--- src/rtl/seq_check_0257.sv ---
// Sequence lock checker for a 0-2-5-7 upstream counter: hunts for 0, acquires LOCK_LEN
// in-order samples, then flags violations. Optional sticky error flag under SEQ_CHECK_STICKY_EN.
//
//   state | meaning
//   HUNT  | waiting for a 0 to start acquisition (code 2'b11 also behaves as HUNT)
//   ACQ   | counting consecutive in-order samples towards LOCK_LEN
//   LOCK  | locked; a mismatch pulses err and drops lock
module seq_check_0257 #(
  parameter int LOCK_LEN = 4
) (
  input  logic       clk,
  input  logic       rst_n,
  input  logic       valid_in,
  input  logic [2:0] count_in,
`ifdef SEQ_CHECK_STICKY_EN
  input  logic       err_clr,
  output logic       err_sticky,
`endif
  output logic       locked,
  output logic       err,
  output logic [2:0] expected,
  output logic [7:0] err_cnt,
  output logic [7:0] lap_cnt
);

  typedef enum logic [1:0] {
    HUNT = 2'b00,
    ACQ  = 2'b01,
    LOCK = 2'b10
  } state_t;

  state_t     state_q, state_d;
  logic [3:0] run_q, run_d;
  logic [2:0] exp_q, exp_d;
  logic       err_q, err_d;
  logic [7:0] err_cnt_q, err_cnt_d;
  logic [7:0] lap_cnt_q, lap_cnt_d;
  logic [4:0] run_inc;

  function automatic logic [2:0] next_code(input logic [2:0] v);
    case (v)
      3'd0:    next_code = 3'd2;
      3'd2:    next_code = 3'd5;
      3'd5:    next_code = 3'd7;
      default: next_code = 3'd0;
    endcase
  endfunction

  assign run_inc = {1'b0, run_q} + 5'd1;

  always_comb begin
    state_d   = state_q;
    run_d     = run_q;
    exp_d     = exp_q;
    err_d     = 1'b0;
    err_cnt_d = err_cnt_q;
    lap_cnt_d = lap_cnt_q;
    if (valid_in) begin
      case (state_q)
        ACQ: begin
          if (count_in == exp_q) begin
            exp_d = next_code(exp_q);
            run_d = run_inc[3:0];
            if (run_inc >= 5'(LOCK_LEN)) state_d = LOCK;
          end else if (count_in == 3'd0) begin
            run_d = 4'd1;
            exp_d = 3'd2;
          end else begin
            state_d = HUNT;
            run_d   = 4'd0;
            exp_d   = 3'd0;
          end
        end
        LOCK: begin
          if (count_in == exp_q) begin
            exp_d = next_code(exp_q);
            if (count_in == 3'd7) lap_cnt_d = lap_cnt_q + 8'd1;
          end else begin
            err_d = 1'b1;
            if (err_cnt_q != 8'hFF) err_cnt_d = err_cnt_q + 8'd1;
            if (count_in == 3'd0) begin
              state_d = ACQ;
              run_d   = 4'd1;
              exp_d   = 3'd2;
            end else begin
              state_d = HUNT;
              run_d   = 4'd0;
              exp_d   = 3'd0;
            end
          end
        end
        default: begin
          if (count_in == 3'd0) begin
            // a single accepted 0 already satisfies LOCK_LEN == 1
            state_d = (LOCK_LEN <= 1) ? LOCK : ACQ;
            run_d   = 4'd1;
            exp_d   = 3'd2;
          end else begin
            state_d = HUNT;
            run_d   = 4'd0;
            exp_d   = 3'd0;
          end
        end
      endcase
    end
  end

  always_ff @(posedge clk or negedge rst_n) begin
    if (!rst_n) begin
      state_q   <= HUNT;
      run_q     <= 4'd0;
      exp_q     <= 3'd0;
      err_q     <= 1'b0;
      err_cnt_q <= 8'd0;
      lap_cnt_q <= 8'd0;
    end else begin
      state_q   <= state_d;
      run_q     <= run_d;
      exp_q     <= exp_d;
      err_q     <= err_d;
      err_cnt_q <= err_cnt_d;
      lap_cnt_q <= lap_cnt_d;
    end
  end

`ifdef SEQ_CHECK_STICKY_EN
  logic sticky_q;

  // a new error wins over a simultaneous clear
  always_ff @(posedge clk or negedge rst_n) begin
    if (!rst_n)       sticky_q <= 1'b0;
    else if (err_d)   sticky_q <= 1'b1;
    else if (err_clr) sticky_q <= 1'b0;
  end

  assign err_sticky = sticky_q;
`endif

  assign locked   = (state_q == LOCK);
  assign err      = err_q;
  assign expected = exp_q;
  assign err_cnt  = err_cnt_q;
  assign lap_cnt  = lap_cnt_q;

endmodule
--- config.mk ---
export PLATFORM = sky130hd
export DESIGN_NAME = seq_check_0257
export DESIGN_NICKNAME = d
export VERILOG_FILES = /design/src/rtl/seq_check_0257.sv
export SDC_FILE = /design/constraint.sdc
export NUM_CORES = 1
export LEC_CHECK = 0
export CAP_MARGIN = 25
export CORE_MARGIN = 2
export CORE_UTILIZATION = 50
export CTS_CLUSTER_SIZE = 28
export DETAILED_ROUTE_END_ITERATION = 7
export HOLD_SLACK_MARGIN = 0.08
export PLACE_DENSITY = 0.77
export RECOVER_POWER = 25
export SLEW_MARGIN = 10
export SYNTH_ARGS = -nofsm -noshare
export SYNTH_HDL_FRONTEND = slang
export SYNTH_SLANG_ARGS = --single-unit
--- constraint.sdc ---
create_clock -name clk -period 2.7 [get_ports clk]
set_input_delay 0.405 -clock clk [delete_from_list [all_inputs] [get_ports clk]]
set_output_delay 0.405 -clock clk [all_outputs]
set_load 0.02 [all_outputs]
==> metrics.md, run 1 <==
| Metric | Value |
|---|---|
| Status | completed |
| Clock sinks | 25 |
| Hold path cells | 1 |
| Routed wire per std cell | 14.7 um |
| RePlAce Congestion | about 0.85 |
| CTS tree | built |
| CTS Root Cell | clkbuf_4 |
| End-of-flow core utilization | 0.644 |
| Aggregate global routing overflow | 0 |
| First-pass GRT wire length | between 5 and 6 mm |
| Synthesized instance count | 134 |
| Post-synth top flop | dfrtp_1 |
| Min Hold Slack | around 0.48 ns |
| Power Dens Cells | between 300 and 400 nW/um^2 |
| Ports | 27 |
| DRT Pass-1 Iters | 4 |
| Critical-path cell list | clkdlybuf4s50_1 > or3_1 > a21oi_2 > a21oi_1 > a221o_1 |
| Reg2reg setup slack | 0.66 ns |
| Synth cell types | 36 |
| Synthesized area | 1410 um^2 |
| Worst path top cell family by delay | compound AO/OA/AOI/OAI gates |
| Die Y | approximately 57 um |
| Max H-tree Level | 1 |
| Vias | roughly 1.1k |
| Post-CTS Setup Bufs | 0 |
| Ys Warns | 0 |
| Starting Density | 0.521 |
| CTS resizes | 0 |
| Max-Slew Margin vs Limit | 0.131 |
| Skew final | 0.000870 ns |
| RSZ-0062 raised after global routing | false |
| Final setup viols | 0 |
| Clock period minus worst slack | ~2.2 ns |
| Clock Latency Late Sink | 0.31 ns |
| Initial antenna violation count | 0 |
| Slowest cell delay on critical path | between 0.5 and 0.6 ns |
| CP arrival | around 2.4 ns |
| Detailed Place HPWL | between 2 and 2.5 mm |
| Worst setup EP type | register |
| Min-delay src | lap_cnt[7]$_DFFE_PN0P_ |
| Die area | approximately 3300 um^2 |
| CTS Hold Bufs | 0 |
| Sequential area share after synthesis | 0.443 |
| Worst reg2reg path depth | 4 |
| Yosys reg bits | 25 |
| Number of fill cells | around 220 |
| Nets | 181 |
| Max-slew violations | 0 |
| Pin count of the biggest net entering global routing | 26 |
| Async SR Flop Fraction | 1.00 |
| PortBufs | 26 |
| CP Max Fanout | 12 |
| LEAKAGE | ~0.75 nW |
| Total global-route track usage | 0.198 |
| Worst vdd ir | approximately 0.35 mV |
| Setup TNS | 0 ns |
| P&R area growth vs syn | 23.6% |
| Clk buf depth | 2 |
| Worst EP required | a little under 3 ns |
| Mean Syn Cell Area | between 10 and 15 um^2 |
| CTS buffer count | 3 |
| Number of antenna diodes | 0 |
| ANT nets after route | 0 |
| Slew @ Worst Pin | between 1 and 1.5 ns |
| # rows | 19 |
| Clk slew on worst S/H paths | 0.14 ns |
| Worst reg2reg startpoint | expected[0]$_DFFE_PN0P_ |
| Slowest-stage cell, CP | clkdlybuf4s50_1 |
| Setup Crit Path Kind | in -> reg |
| Die X | 57.1 um |
| Final WL | about 2.9 mm |
| Startpoint Class | input port |
| Number of flops mapped to enable cells by yosys | 0 |
| Syn_nets | 149 |
| R2R Path End | state_q[0]$_DFFE_PN0P_ |
| Min-Delay Endpoint | lap_cnt[7]$_DFFE_PN0P_ |
| 1st-iter DRT viols | 46 |
| Final Hold Viols | 0 |
| HP Class | reg -> reg |
| Core Region | ~2700 um^2 |
| Crit path from | count_in[2] |
| Worst path bufs/invs | 1 |
| Fmax | around 450 MHz |
| Via/cell ratio | between 5 and 6 |
| Maxcap violations | 0 |
| Fin crit share | 0.815 |
| Vias in the first global route | between 1k and 1.5k |
| DRC | 0 |
| Ratio of cells with drive above 1 in the final layout | 0.0909 |
==> metal layers <==
layer	global-route usage	wire [um]	up-vias
li1	-	-	565
met1	0.256	1270	551
met2	0.343	1520	21
met3	0.0340	73	2
met4	0.0565	15	0
met5	0	0	-
==> cell usage after synthesis, types with 2 or more instances <==
master,n,area [um^2]
a21boi_0,2,15.0
a21oi_1,2,10.0
and3_1,5,31.3
dfrtp_1,25,626
ha_1,9,113
inv_1,8,30.0
mux2_2,5,56.3
nand2_1,10,37.5
nand3_1,4,20.0
nand4_1,7,43.8
nor2_1,4,15.0
nor3_1,4,20.0
nor4_1,6,37.5
o211ai_1,6,45.0
o21ai_0,2,10.0
o221ai_1,2,17.5
o311ai_0,2,17.5
or3_1,2,12.5
xnor2_1,7,61.3
xor2_1,6,52.6
==> worst max path at each step <==
stage | end | slack (ns) | cells past startpoint
3_3_place_gp | state_q[0]$_DFFE_PN0P_ | 0.27 | 5
6_report | state_q[0]$_DFFE_PN0P_ | 0.50 | 5
4_1_cts | state_q[0]$_DFFE_PN0P_ | 0.52 | 5
5_1_grt | state_q[0]$_DFFE_PN0P_ | 0.37 | 5
3_5_place_dp | state_q[0]$_DFFE_PN0P_ | 0.17 | 5
2_1_floorplan | lap_cnt[1]$_DFFE_PN0P_ | 0.75 | 5
==> final cells by class <==
cell class / instances / area (um^2) / share of cell area
clock buffers: 3 / 22.5 / 0.0129
clock inverters: 1 / 7.51 / 0.00430
inverters: 8 / 30.0 / 0.0172
multi-input cells: 98 / 733 / 0.420
flip-flops and latches: 25 / 626 / 0.359
well taps: 31 / 38.8 / 0.0222
repair buffers: 30 / 287 / 0.164
==> worst register-to-register path, stage by stage (launching register included) <==
cell     delay (ns)
dfrtp_1        0.50
or3_1          0.38
a21oi_2        0.44
a21oi_1        0.27
a221o_1        0.36
==> sequential cells by signal, summed over array words and instances, names as in the netlist <==
name and flops:
err_cnt 8, lap_cnt 8, run_q 4, expected 2
state_q 2, err 1
==> report_power, final <==
| part | switching, mW | internal [mW] |
|---|---|---|
| registers | 0.0113 | 0.382 |
| clock network | 0.115 | 0.0565 |
| logic | 0.0451 | 0.0324 |
| total | 0.171 | 0.471 |
==> cells in the final DEF, fill, tap and decap left out, types with 2 or more instances in the layout <==
| cell | synthesis | layout |
|---|---|---|
| nand4_1 | 7 | 7 |
| ha_1 | 9 | 9 |
| o21ai_0 | 2 | 2 |
| xor2_1 | 6 | 6 |
| or3_1 | 2 | 2 |
| o211ai_1 | 6 | 6 |
| buf_4 | 1 | 3 |
| nor2_1 | 4 | 4 |
| a21boi_0 | 2 | 2 |
| clkbuf_4 | 0 | 3 |
| clkdlybuf4s50_1 | 0 | 25 |
| and3_1 | 5 | 5 |
| mux2_2 | 5 | 5 |
| xnor2_1 | 7 | 7 |
| nor3_1 | 4 | 4 |
| dfrtp_1 | 25 | 25 |
| nand2_1 | 10 | 10 |
| nand3_1 | 4 | 4 |
| inv_1 | 8 | 8 |
| a21oi_1 | 2 | 2 |
| o311ai_0 | 2 | 2 |
| nor4_1 | 6 | 6 |
| o221ai_1 | 2 | 2 |
==> logic make-up (layout without fill, tap and decap cells) <==
logic type | Yosys count | after routing | share of synthesized area
flip-flops | 25 | 25 | 0.443
AO/OA/AOI/OAI | 24 | 24 | 0.132
multiplexers | 6 | 6 | 0.0470
buffers and inverters | 11 | 42 | 0.0372
XOR/XNOR | 13 | 13 | 0.0807
adder cells (fa/ha/maj) | 9 | 9 | 0.0798
AND/OR/NAND/NOR | 46 | 46 | 0.180
==> through the flow <==
stage / power [mW] / std cells / instance area [um^2] / worst slack [ns]
global placement: 0.477 / 192 / 1720 / 0.267
floorplan: 0.440 / 134 / 1410 / 0.752
detailed placement: 0.480 / 192 / 1720 / 0.171
global route: 0.677 / 196 / 1740 / 0.371
finish: 0.643 / 196 / 1740 / 0.500
CTS: 0.653 / 196 / 1750 / 0.523
Note: power is estimated with default switching activity, not from simulation.
==> run 2, diff against run 1 <==
--- a/config.mk
+++ b/config.mk
@@ -7,11 +7,11 @@
 export LEC_CHECK = 0
 export CAP_MARGIN = 25
 export CORE_MARGIN = 2
-export CORE_UTILIZATION = 50
+export CORE_UTILIZATION = 46
 export CTS_CLUSTER_SIZE = 28
 export DETAILED_ROUTE_END_ITERATION = 7
 export HOLD_SLACK_MARGIN = 0.08
-export PLACE_DENSITY = 0.77
+export PLACE_DENSITY = 0.75
 export RECOVER_POWER = 25
 export SLEW_MARGIN = 10
 export SYNTH_ARGS = -nofsm -noshare
==> constraint.sdc (replaced) <==
create_clock -name clk -period 1.8 [get_ports clk]
set_input_delay 0.27 -clock clk [delete_from_list [all_inputs] [get_ports clk]]
set_output_delay 0.27 -clock clk [all_outputs]
set_load 0.02 [all_outputs]
==> run 2 against run 1 <==
Compared with the run above: clock power is 45% higher; hold slack worse by 0.0052 ns; cell count is 14% higher; wire length is 20% higher; register-to-register slack worse by 0.61 ns; first-iteration DRC count is 15% higher; flip-flop and latch count stayed put; clock skew is 0.0017 ns higher; via count is 13% higher; global-route usage is 1.1 points higher.
==> metrics.md, run 2 (same netlist as run 1, synthesis figures left out) <==
| Metric | Value |
|---|---|
| Final Hold Viols | 0 (unchanged) |
| Die Y | 59.4 um (+4.0%) |
| Fin crit share | 0.971 |
| Critical-path cell list | inv_2 > ha_4 > nand2_1 > nor4_1 > mux2_2 |
| CTS buffer count | 3 (unchanged) |
| Ports | 27 (unchanged) |
| Number of fill cells | 240 (+7.6%) |
| Layer with the highest usage | met2 |
| CP arrival | 1.96 ns (-0.46 ns) |
| Pin count of the biggest net entering global routing | 26 (unchanged) |
| Initial antenna violation count | 0 (unchanged) |
| Vias in the first global route | 1289 (+9.1%) |
| Worst reg2reg path depth | 5 (+1) |
| Starting Density | 0.474 (-0.0468) |
| Detailed Place HPWL | 2.48 mm (+11%) |
| Slowest-stage cell, CP | dfrtp_1 |
| Routed wire per std cell | 15.4 um (+5.2%) |
| Total global-route track usage | 0.209 (+0.0112) |
| RePlAce Congestion | 0.882 (+3.6%) |
| Clk slew on worst S/H paths | 0.13 ns (about the same) |
| Startpoint Class | register |
| Slew @ Worst Pin | 0.603 ns (-0.701 ns) |
| Worst EP required | 2.02 ns (-0.90 ns) |
| Setup ws final | 0.0527 ns (-0.447 ns) |
| First-pass GRT wire length | 5.70 mm (+11%) |
| RSZ-0062 raised after global routing | true |
| Vias | 1282 (+13%) |
| Max-slew violations | 0 (unchanged) |
| Core Region | 2980 um^2 (+9.9%) |
| Grt met1 use | 0.274 (+0.0187) |
| DRC | 0 (unchanged) |
| PortBufs | 26 (unchanged) |
| 1st-iter DRT viols | 53 (+15%) |
| GR Layer Usage met2 | 0.358 (+0.0147) |
| Placed insts | 217 (+13%) |
| CTS tree | built |
| Final setup viols | 0 (unchanged) |
| # rows | 20 (+1) |
| Max H-tree Level | 1 (unchanged) |
| Commonest non-fill, non-tap cell in the layout | buf_4 |
| Nets | 207 (+14%) |
| Fmax | about 570 MHz |
| Clock period minus worst slack | 1.75 ns |
| Most frequent cells in the layout | 28 x buf_4, 24 x dfrtp_1, 21 x clkdlybuf4s50_1 |
| Skew final | 0.00252 ns (+0.00165 ns) |
| Number of antenna diodes | 0 (unchanged) |
| Final cell count without fillers | 224 (+14%) |
| Maxcap violations | 0 (unchanged) |
| Max-Slew Margin vs Limit | 0.598 (+0.467) |
| GRT met3 Usage | 0.0437 (+0.00965) |
| Setup Crit Path Kind | reg -> reg |
| ANT nets after route | 0 (unchanged) |
| Min Hold Slack | 0.474 ns (-0.00522 ns) |
| CTS Hold Bufs | 0 (unchanged) |
| Slowest cell delay on critical path | 0.46 ns (-0.05 ns) |
| Status | completed |
| DRT Pass-1 Iters | 4 (unchanged) |
| DP Worst Slack | -0.267 ns (-0.439 ns) |
| Worst setup EP type | register |
| HP Class | in -> async |
| Power Dens Cells | 500 nW/um^2 (+36%) |
| Worst vdd ir | 0.492 mV (+39%) |
| Clock sinks | 25 (unchanged) |
| Clock Latency Late Sink | 0.32 ns (about the same) |
| CP Max Fanout | 6 (-6) |
| Via/cell ratio | 5.72 (-1.5%) |
| Die area | 3530 um^2 (+8.1%) |
| LEAKAGE | 0.939 nW (+25%) |
| Ratio of cells with drive above 1 in the final layout | 0.267 (+0.176) |
| CTS Root Cell | clkbuf_4 |
| Die X | 59.4 um (+4.0%) |
| Clk buf depth | 2 (unchanged) |
| Aggregate global routing overflow | 0 (unchanged) |
| Final WL | 3.46 mm (+20%) |
| P&R area growth vs syn | 42.0% |
## run 2: cell type report
type	count	area, um^2	share of cell area
inverter	8	30.0	0.0150
clock inverter	1	5.00	0.00250
sequential	25	627	0.313
timing repair buffer	56	492	0.245
multi-input combinational	98	787	0.393
clock buffer	3	22.5	0.0112
tap	33	41.3	0.0206
## run 2: layer usage
metal | up-vias | share of wire
met5 | - | 0
met4 | 0 | 0.0061
met3 | 2 | 0.030
met2 | 26 | 0.51
met1 | 633 | 0.45
li1 | 621 | -
## run 2: path summary, 6_finish.rpt
path / startpoint / end / slack (ns)
worst min register to register: lap_cnt[7]$_DFFE_PN0P_ / lap_cnt[7]$_DFFE_PN0P_ / 0.49
worst max-delay path: state_q[0]$_DFFE_PN0P_ / err_cnt[5]$_DFFE_PN0P_ / 0.05
worst min-delay path: rst_n / expected[0]$_DFFE_PN0P_ / 0.47
worst max register to register: state_q[0]$_DFFE_PN0P_ / err_cnt[5]$_DFFE_PN0P_ / 0.05
min in group clk: lap_cnt[7]$_DFFE_PN0P_ / lap_cnt[7]$_DFFE_PN0P_ / 0.49
max in group asynchronous: rst_n / expected[0]$_DFFE_PN0P_ / 0.91
## run 2: timing repair
item / CTS / global route
endpoints found under the setup margin: 6 / 19
gates resized for setup: 4 / 13
pin swaps: 0 / 2
setup buffers: 2 / 1
## run 2: report_power, final
| part | total [mW] | switching (mW) | internal, mW | leakage, nW |
|---|---|---|---|---|
| Sequential | 0.590 | 0.0164 | 0.573 | 0.344 |
| Clock | 0.249 | 0.166 | 0.0832 | 0.0177 |
| Combinational | 0.163 | 0.0832 | 0.0794 | 0.577 |
| Total | 1.00 | 0.266 | 0.736 | 0.939 |
## run 2: critical path, delay by kind of cell, from the launching register on
family / cells / cell delay (ns)
adder cells (fa/ha/maj): 1 / 0.16
buffers and inverters: 1 / 0.09
flip-flops: 1 / 0.46
multiplexers: 1 / 0.38
AND/OR/NAND/NOR: 2 / 0.56
## run 2: stage by stage
step | TNS [ns] | util | instance area (um^2) | total power, mW
3_3_place_gp | -2.84 | 0.641 | 1910 | 0.746
2_1_floorplan | -0.0453 | - | 1430 | 0.663
3_5_place_dp | -3.77 | 0.641 | 1910 | 0.753
5_1_grt | -0.0950 | 0.673 | 2000 | 1.04
4_1_cts | -0.0433 | 0.655 | 1950 | 1.00
6_report | 0 | 0.673 | 2000 | 1.00
==> run 3, diff against run 2 <==
--- a/config.mk
+++ b/config.mk
@@ -5,7 +5,6 @@
 export SDC_FILE = /design/constraint.sdc
 export NUM_CORES = 1
 export LEC_CHECK = 0
-export CAP_MARGIN = 25
 export CORE_MARGIN = 2
 export CORE_UTILIZATION = 46
 export CTS_CLUSTER_SIZE = 28
@@ -13,6 +12,7 @@
 export HOLD_SLACK_MARGIN = 0.08
 export PLACE_DENSITY = 0.75
 export RECOVER_POWER = 25
+export REMOVE_ABC_BUFFERS = 1
 export SLEW_MARGIN = 10
 export SYNTH_ARGS = -nofsm -noshare
 export SYNTH_HDL_FRONTEND = slang
==> run 3 against run 2 <==
Compared with the run above: non-clock buffer count decreased by 2; setup slack gained 0.012 ns; sequential share of layout area rose by 0.66 points; first-iteration DRC count is 23% lower; global-route usage is 0.45 points higher; fmax rose by 0.67%; wire length is 3.1% lower; power rose by 2.7%; flip-flop and latch count unchanged; clock skew grew 0.0097 ns; hold slack got worse by 0.14 ns.
==> metrics.md, run 3 (same netlist as run 1, synthesis figures left out) <==
| Metric | Value |
|---|---|
| Status | completed |
| Core Region | 2980 um^2 (unchanged) |
| Slowest-stage cell, CP | clkdlybuf4s50_1 |
| Worst path top cell family by delay | buffers and inverters |
| Reg area | 627 um^2 (unchanged) |
| Number of antenna diodes | 0 (unchanged) |
| CTS buffer count | 3 (unchanged) |
| Reg2reg setup slack | 0.12 ns (+0.07 ns) |
| Starting Density | 0.474 (unchanged) |
| Worst reg2reg path depth | 5 (unchanged) |
| Clk slew on worst S/H paths | 0.16 ns (+0.03 ns) |
| Detailed Place HPWL | 2.53 mm (+2.3%) |
| CTS tree | built |
| Via/cell ratio | 5.75 (+0.51%) |
| End of the critical path | expected[1] |
| CTS Root Cell | clkbuf_4 |
| Initial antenna violation count | 0 (unchanged) |
| RePlAce Congestion | 0.938 (+6.4%) |
| Total global-route track usage | 0.214 (+0.00447) |
| R2R Path End | err_cnt[1]$_DFFE_PN0P_ |
| Fin crit share | 0.964 (-0.00648) |
| 1st-iter DRT viols | 41 (-23%) |
| Nets | 205 (-0.97%) |
| Footprint of the multi-input gates | 757 um^2 (-3.8%) |
| Final Hold Viols | 0 (unchanged) |
| Worst reg2reg startpoint | err_cnt[0]$_DFFE_PN0P_ |
| Maxcap violations | 0 (unchanged) |
| DRT Pass-1 Iters | 4 (unchanged) |
| HP Class | in -> async |
| Switching portion of total power | 0.277 (+0.0117) |
| Vias | 1277 (-0.39%) |
| Power Dens Cells | 524 nW/um^2 (+4.9%) |
| Setup TNS | 0 ns (unchanged) |
| Die X | 59.4 um (unchanged) |
| Worst EP required | 1.53 ns (-0.49 ns) |
| Clock Latency Late Sink | 0.34 ns (+0.02 ns) |
| CP Max Fanout | 5 (-1) |
| Routed wire per std cell | 15.1 um (-2.2%) |
| Most frequent cells in the layout | 28 x buf_4, 24 x dfrtp_1, 21 x clkdlybuf4s50_1 |
| Commonest non-fill, non-tap cell in the layout | buf_4 |
| Max H-tree Level | 1 (unchanged) |
| CTS Hold Bufs | 0 (unchanged) |
| Final cell count without fillers | 222 (-0.89%) |
| Skew final | 0.0122 ns (+0.00967 ns) |
| Die area | 3530 um^2 (unchanged) |
| Critical-path cell list | buf_4 > clkdlybuf4s50_1 |
| Ports | 27 (unchanged) |
| Vias in the first global route | 1221 (-5.3%) |
| Internal | 0.744 mW (+1.1%) |
| P_sw | 0.285 mW (+7.3%) |
| First-pass GRT wire length | 5.69 mm (-0.12%) |
| Setup Crit Path Kind | reg -> out |
| Placed insts | 215 (-0.92%) |
| DRC | 0 (unchanged) |
| Levels on crit path | 2 (-3) |
| Die Y | 59.4 um (unchanged) |
| Pin count of the biggest net entering global routing | 26 (unchanged) |
| Worst vdd ir | 0.418 mV (-15%) |
| Max-Slew Margin vs Limit | 0.684 (+0.0861) |
| Flop pwr share | 0.571 (-0.018) |
| LEAKAGE | 0.940 nW (about the same) |
| Aggregate global routing overflow | 0 (unchanged) |
| ANT nets after route | 0 (unchanged) |
| Worst setup EP type | output pin |
| Worst path bufs/invs | 2 (+1) |
| P&R area growth vs syn | 39.1% |
| Min Hold Slack | 0.339 ns (-0.135 ns) |
| Clk buf depth | 2 (unchanged) |
| Final WL | 3.35 mm (-3.1%) |
| DP Worst Slack | -0.261 ns (+0.00675 ns) |
| Crit path from | expected[1]$_DFFE_PN0P_ |
| Slew @ Worst Pin | 0.474 ns (-0.129 ns) |
| Startpoint Class | register |
| Comb power frac | 0.156 (-0.006) |
| Slowest cell delay on critical path | 0.60 ns (+0.14 ns) |
| Ratio of cells with drive above 1 in the final layout | 0.238 (-0.0289) |
| Fmax | 576 MHz (+0.67%) |
| Clk pwr share | 0.273 (+0.024) |
| PortBufs | 26 (unchanged) |
| CP arrival | 1.47 ns (-0.49 ns) |
| Clock period minus worst slack | 1.74 ns (-0.0117 ns) |
| Number of fill cells | 231 (-3.8%) |
| Clock sinks | 25 (unchanged) |
| Final setup viols | 0 (unchanged) |
| Max-slew violations | 0 (unchanged) |
| # rows | 20 (unchanged) |
| Setup ws final | 0.0644 ns (+0.0117 ns) |
run 3: cell count changes in the layout (fill, tap and decap cells not counted), sizes merged:
cell           previous run  this run
buf                      29        28
clkbuf                    4         3
clkdlybuf4s15             1         0
clkinv                    1         0
dlymetal6s2s              2         3
inv                       8         9
run 3: layout make-up:
class / instances / area share
clock inverter: 1 / 0.00446
clock buffer: 3 / 0.0115
sequential: 25 / 0.319
tap: 33 / 0.0210
inverter: 8 / 0.0153
multi-input combinational: 98 / 0.386
timing repair buffer: 54 / 0.243
run 3: power groups by stage:
stage | Combinational, mW | Sequential [mW] | Clock [mW]
final | 0.161 | 0.588 | 0.281
after global routing | 0.178 | 0.590 | 0.313
after CTS | 0.151 | 0.588 | 0.286
after detailed placement | 0.150 | 0.598 | 0
after global placement | 0.146 | 0.597 | 0
after floorplan | 0.0470 | 0.608 | 0
run 3: what timing repair did:
action / in CTS / in global routing
gates resized for setup: 1 / 10
pin swaps: 0 / 3
endpoints found under the setup margin: 1 / 18
buffers inserted: 0 / 3
run 3: worst min path at each step:
stage,startpoint,end,slack (ns),cells past startpoint
after global placement,lap_cnt[7]$_DFFE_PN0P_,lap_cnt[7]$_DFFE_PN0P_,0.47,1
after detailed placement,lap_cnt[7]$_DFFE_PN0P_,lap_cnt[7]$_DFFE_PN0P_,0.47,1
after floorplan,rst_n,err$_DFF_PN0_,-0.03,0
after global routing,rst_n,err_cnt[2]$_DFFE_PN0P_,0.33,2
final,rst_n,err_cnt[2]$_DFFE_PN0P_,0.34,2
after CTS,rst_n,lap_cnt[0]$_DFFE_PN0P_,0.27,2
run 3: metal layers:
| metal | track usage | vias to the layer above | share of wire | wire length (um) |
|---|---|---|---|---|
| met4 | 0.0877 | 0 | 0.016 | 52 |
| li1 | - | 612 | - | - |
| met5 | 0 | - | 0 | 0 |
| met2 | 0.345 | 49 | 0.50 | 1680 |
| met1 | 0.291 | 610 | 0.44 | 1460 |
| met3 | 0.0262 | 6 | 0.047 | 159 |
run 3: worst reg2reg max path: cells and delay by family, from the launching register on:
kind          cells  cell delay [ns]
simple gates      3             0.52
flops             1             0.45
mux               1             0.38
fa+ha+maj         1             0.24
run 3: metrics by stage:
stage | total power [mW] | utilization | cell area, um^2
finish | 1.03 | 0.659 | 1960
global route | 1.08 | 0.659 | 1960
floorplan | 0.655 | - | 1390
global placement | 0.744 | 0.631 | 1880
CTS | 1.02 | 0.641 | 1910
detailed placement | 0.749 | 0.631 | 1880
